**config.mk**
```make
export PLATFORM = sky130hd
export DESIGN_NAME = reg_access_arbiter
export DESIGN_NICKNAME = d
export VERILOG_FILES = /design/src/rtl/reg_access_arbiter.sv
export SDC_FILE = /design/constraint.sdc
export NUM_CORES = 1
export LEC_CHECK = 0
export CAP_MARGIN = 20
export CORE_MARGIN = 4
export CORE_UTILIZATION = 38
export CTS_BUF_LIST = sky130_fd_sc_hd__clkbuf_8
export CTS_CLUSTER_DIAMETER = 100
export CTS_CLUSTER_SIZE = 12
export DETAILED_ROUTE_END_ITERATION = 16
export GPL_ROUTABILITY_DRIVEN = 0
export GPL_TIMING_DRIVEN = 0
export PLACE_DENSITY_LB_ADDON = 0.1
export SYNTH_ARGS = -nofsm -noshare
export SYNTH_HDL_FRONTEND = slang
export SYNTH_SLANG_ARGS = --single-unit
```
**constraint.sdc**
```tcl
create_clock -name clk -period 1.3 [get_ports clk]
set_clock_uncertainty 0.05 [all_clocks]
set_input_delay 0.13 -clock clk [delete_from_list [all_inputs] [get_ports clk]]
set_output_delay 0.13 -clock clk [all_outputs]
set_load 0.03 [all_outputs]
```
**src/rtl/reg_access_arbiter.sv**
```systemverilog
// Round-robin two-port arbiter/sequencer in front of the PWM configuration register file.
// Define REG_ARB_BOOTLOAD_EN to load BOOT_VAL into every register after reset.
module reg_access_arbiter #(
  parameter int unsigned       ADDR_W   = 8,
  parameter int unsigned       DATA_W   = 8,
  parameter int unsigned       NUM_REGS = 8,
  parameter logic [DATA_W-1:0] BOOT_VAL = '0
) (
  input  logic              clk,
  input  logic              rst,
  input  logic              a_req,
  input  logic              a_we,
  input  logic [ADDR_W-1:0] a_addr,
  input  logic [DATA_W-1:0] a_wdata,
  output logic              a_ack,
  output logic [DATA_W-1:0] a_rdata,
  input  logic              b_req,
  input  logic              b_we,
  input  logic [ADDR_W-1:0] b_addr,
  input  logic [DATA_W-1:0] b_wdata,
  output logic              b_ack,
  output logic [DATA_W-1:0] b_rdata,
  output logic [ADDR_W-1:0] reg_addr,
  output logic [DATA_W-1:0] reg_wdata,
  output logic              reg_we,
  input  logic [DATA_W-1:0] reg_rdata,
  output logic              busy
);

`ifdef REG_ARB_BOOTLOAD_EN
  typedef enum logic [2:0] {IDLE, ACCESS, CAPTURE, ACK, BOOT} stateT;
  localparam stateT RESET_STATE = BOOT;
  localparam logic  RESET_BUSY  = 1'b1;
  localparam int unsigned CNT_W = (NUM_REGS > 1) ? $clog2(NUM_REGS) : 1;
  localparam logic [CNT_W-1:0] LAST_IDX = CNT_W'(NUM_REGS - 1);

  logic [CNT_W-1:0] bootCnt, bootCntNext;
`else
  typedef enum logic [1:0] {IDLE, ACCESS, CAPTURE, ACK} stateT;
  localparam stateT RESET_STATE = IDLE;
  localparam logic  RESET_BUSY  = 1'b0;

  // boot-load parameters have no consumer in this build
  logic unusedBootCfg;
  assign unusedBootCfg = ^{BOOT_VAL, NUM_REGS};
`endif

  stateT             state, stateNext;
  logic              lastGrantB, lastGrantBNext;
  logic              grantB, grantBNext;
  logic              pickB;
  logic              aAckNext, bAckNext;
  logic [DATA_W-1:0] aRdataNext, bRdataNext;
  logic [ADDR_W-1:0] regAddrNext;
  logic [DATA_W-1:0] regWdataNext;
  logic              regWeNext;
  logic              busyNext;

  // Contention goes to the port that did not win last time; a lone request always wins.
  assign pickB = b_req && (!a_req || !lastGrantB);

  // State and registered outputs.
  always_ff @(posedge clk or posedge rst) begin
    if (rst) begin
      state      <= RESET_STATE;
      lastGrantB <= 1'b1;
      grantB     <= 1'b0;
      a_ack      <= 1'b0;
      b_ack      <= 1'b0;
      a_rdata    <= '0;
      b_rdata    <= '0;
      reg_addr   <= '0;
      reg_wdata  <= '0;
      reg_we     <= 1'b0;
      busy       <= RESET_BUSY;
`ifdef REG_ARB_BOOTLOAD_EN
      bootCnt    <= '0;
`endif
    end else begin
      state      <= stateNext;
      lastGrantB <= lastGrantBNext;
      grantB     <= grantBNext;
      a_ack      <= aAckNext;
      b_ack      <= bAckNext;
      a_rdata    <= aRdataNext;
      b_rdata    <= bRdataNext;
      reg_addr   <= regAddrNext;
      reg_wdata  <= regWdataNext;
      reg_we     <= regWeNext;
      busy       <= busyNext;
`ifdef REG_ARB_BOOTLOAD_EN
      bootCnt    <= bootCntNext;
`endif
    end
  end

  // Next-state and next-output logic.
  always_comb begin
    stateNext      = state;
    lastGrantBNext = lastGrantB;
    grantBNext     = grantB;
    aAckNext       = 1'b0;
    bAckNext       = 1'b0;
    aRdataNext     = a_rdata;
    bRdataNext     = b_rdata;
    regAddrNext    = reg_addr;
    regWdataNext   = reg_wdata;
    regWeNext      = 1'b0;
`ifdef REG_ARB_BOOTLOAD_EN
    bootCntNext    = bootCnt;
`endif
    case (state)
      IDLE: begin
        if (a_req || b_req) begin
          grantBNext   = pickB;
          regAddrNext  = pickB ? b_addr  : a_addr;
          regWdataNext = pickB ? b_wdata : a_wdata;
          regWeNext    = pickB ? b_we    : a_we;
          if (a_req && b_req) begin
            lastGrantBNext = pickB;
          end
          stateNext = ACCESS;
        end
      end
      ACCESS: begin
        stateNext = CAPTURE;
      end
      CAPTURE: begin
        // File read path now holds the pre-write content of reg_addr.
        if (grantB) begin
          bRdataNext = reg_rdata;
          bAckNext   = 1'b1;
        end else begin
          aRdataNext = reg_rdata;
          aAckNext   = 1'b1;
        end
        stateNext = ACK;
      end
      ACK: begin
        stateNext = IDLE;
      end
`ifdef REG_ARB_BOOTLOAD_EN
      BOOT: begin
        regWeNext    = 1'b1;
        regAddrNext  = ADDR_W'(bootCnt);
        regWdataNext = BOOT_VAL;
        bootCntNext  = bootCnt + CNT_W'(1);
        if (bootCnt == LAST_IDX) begin
          stateNext = IDLE;
        end
      end
`endif
      default: begin
        stateNext = IDLE;
      end
    endcase
    busyNext = (stateNext != IDLE);
  end

endmodule

```
==> results.md <==
- Tcrit/Tclk final: 111%
- Final Worst Setup Slack: -141 ps
- P_leak: 1.30 nW
- Outcome: complete, but fails checks
- Hold slack: 78.3 ps
- Min-Delay Path Class: in2reg
- Die ar.: 5680 um2
- Post-route cell area: 2970 um2
- Placement Setup Slack: -321 ps
- Crit path launch type: flop
- Register area: 1000 um2
- PortBufs: 80
- Max_slew headroom: 44.6%
- Sequential share of the synthesized area: 58.1%
- Number of antenna-violating nets in the routed design: 0
- TritonCTS buffer count: 5
- Drt drc: 0
- CTS tree: yes
- Power per cell area: 2530 nW/um2
- Most common cell after layout, fill and taps aside: clkdlybuf4s50_1
- Instance area at placement: 2640 um2
- Mux cell area share after synthesis: 10.4%
- H-tree Lvls: 2
- Synth area leader: dfrtp_1
- Max rail drop VDD: 979 uV
- Critical Path End Type: flop
- Top-area cell type share of the netlist area: 56.6%
- Final Max Slew Viols: 0
- Post-route setup TNS: -3140 ps
- CTS Root Cell: clkbuf_8
- Die span in x: 75.4 um
- Total grt overflow: 0
- Maximum clock frequency: 694 MHz
- Total Routing Usage GR: 17.5%
- RSZ-0062 raised after global routing: true
- Worst EP arrival: 1560 ps
- Compound-cell area share of the yosys netlist: 15.2%
- Drt pass-1 iters: 3
- Share of layout cells above drive strength 1: 32.1%
- Synth Area in Adders: 2.18%
- Post-Synth XOR/XNOR Area: 0.508%
- Synth unique cells: 22
- Yosys reg bits: 40
- Multi-input logic area: 867 um2
- Nets: 294
- Die Ht: 75.4 um
- Clock latency on the worst-skew pair: 280 ps
- Clock sink count: 40
- Final std cells w/o fill: 298
- Simple-Gate Fraction of Synth Area: 9.14%
- Post-detail-place hpwl: 3370 um
- Post-layout minimum cycle time: 1440 ps
- Vias in the first global route: 1555
- Largest family of logic cells by synthesized area: compound AO/OA/AOI/OAI gates
- Setup CP Type: reg2reg
- Largest net degree at the start of global routing: 41
- Syn-to-layout area delta: 72.4%
- Cells after Synth: 150
- Number of max-cap violations: 0
- CTS clk-pin slew, worst paths: 70 ps
- Req. time, crit path: 1420 ps
- Inst Count DP: 282
- Worst Path Max Fanout: 9
- Measured slew at the worst slew-check pin: 830 ps
- Main area contributors after synthesis: dfrtp_1 (57%), mux2_2 (10%), a21oi_1 (7.0%)
- DR vias/cell: 4.96
- Mean Syn Cell Area: 11.5 um2
- Total core area: 4380 um2
- Num rows: 24
- Final core utilization: 67.8%
- Setup violations, final: 34
- Synthesized Nets: 199
- Initial antenna violation count: 0
- Commonest cells after routing, fill and taps aside: clkdlybuf4s50_1 (43), dfrtp_1 (39), dlygate4sd2_1 (36), a21oi_2 (19), nand2_1 (18)
- Fillers: 319
- R2R Setup Slk: -140 ps
- N_diodes: 0
- Clock tree buffer depth: 2
- Pwr Total: 7.51 mW
- Post-CTS Hold Fix Bufs: 0
- Failing checks: negative setup slack
- DR vias: 1478
- YS warnings: 0
- Wire per inst: 16.0 um
- Mapped Area: 1730 um2
- Initial Utilization: 39.4%
- Starting DRC count in detailed routing: 61
- First-pass GRT wire length: 7420 um
- Final hold vios: 0
- # IOs: 82
- Final WL: 4770 um
[flip-flops by register name, summed over array words and instances (netlist names)]
register	cells
reg_we	1
b_ack	1
b_rdata	8
reg_addr	8
a_rdata	8
state	2
a_ack	1
grantB	1
lastGrantB	1
reg_wdata	8
busy	1
[area by class of cell]
class | count | share of cell area (%)
Tap cell | 52 | 2.19
Buffer | 6 | 2.40
Clock inverter | 3 | 1.30
Timing Repair Buffer | 89 | 28.4
Multi-Input combinational cell | 99 | 29.2
Inverter | 4 | 0.505
Clock buffer | 5 | 2.31
Sequential cell | 40 | 33.7
[path summary, 6_finish.rpt]
path	start	endpoint	cells past startpoint
worst min-delay path	a_req	lastGrantB$_DFFE_PP1P_	3
worst max-delay path	state[0]$_DFF_PP0_	a_rdata[7]$_DFFE_PP0P_	5
worst min register to register	b_rdata[4]$_DFFE_PP0P_	b_rdata[4]$_DFFE_PP0P_	1
max in group asynchronous	rst	b_rdata[0]$_DFFE_PP0P_	2
worst max register to register	state[0]$_DFF_PP0_	a_rdata[7]$_DFFE_PP0P_	5
min in group asynchronous	rst	a_rdata[3]$_DFFE_PP0P_	2
[routing by layer]
metal  part of all wire, %  global-route usage (%)
met4                   2.2                    6.60
met3                   8.4                    6.33
met1                    38                    19.5
met5                     0                       0
met2                    52                    30.7
[power breakdown]
part | internal, mW | total, mW | leakage (nW) | switching (mW)
sequential | 1.89 | 2.23 | 0.462 | 0.346
combinational | 1.85 | 4.30 | 0.780 | 2.45
clock | 0.562 | 0.978 | 0.0593 | 0.416
[critical path, stage by stage, from the launching register on]
cell and delay [ps]:
dfrtp_1 400, inv_2 120, ha_4 150, nor2b_4 140, buf_8 160, mux2_4 310
[cell families after synthesis]
logic type               Yosys count
AO/OA/AOI/OAI                     39
XOR/XNOR                           1
adder cells (fa/ha/maj)            3
buffers and inverters             11
flip-flops                        40
multiplexers                      16
AND/OR/NAND/NOR                   40
[Yosys cell counts]
master    instances
nand3_1           1
a21bo_2           1
inv_1             4
or2_2             1
nor2b_1           1
a21oi_2          10
buf_4             1
dfrtp_1          39
o21ai_2           1
o21a_1            1
dfstp_2           1
nand2_1          19
xnor2_1           1
a21boi_4          1
buf_6             4
nor3_1            1
ha_1              3
nor2_1           17
a21oi_1          24
mux2_2           16
a22o_1            1
buf_2             2
[timing repair]
action                                  CTS  global route
cloned                                    2             0
endpoints found under the setup margin   70            35
resized for setup                        66            13
setup buffers                             7             0
pin swaps                                 3             0
Power figures use the tool's default switching activity.
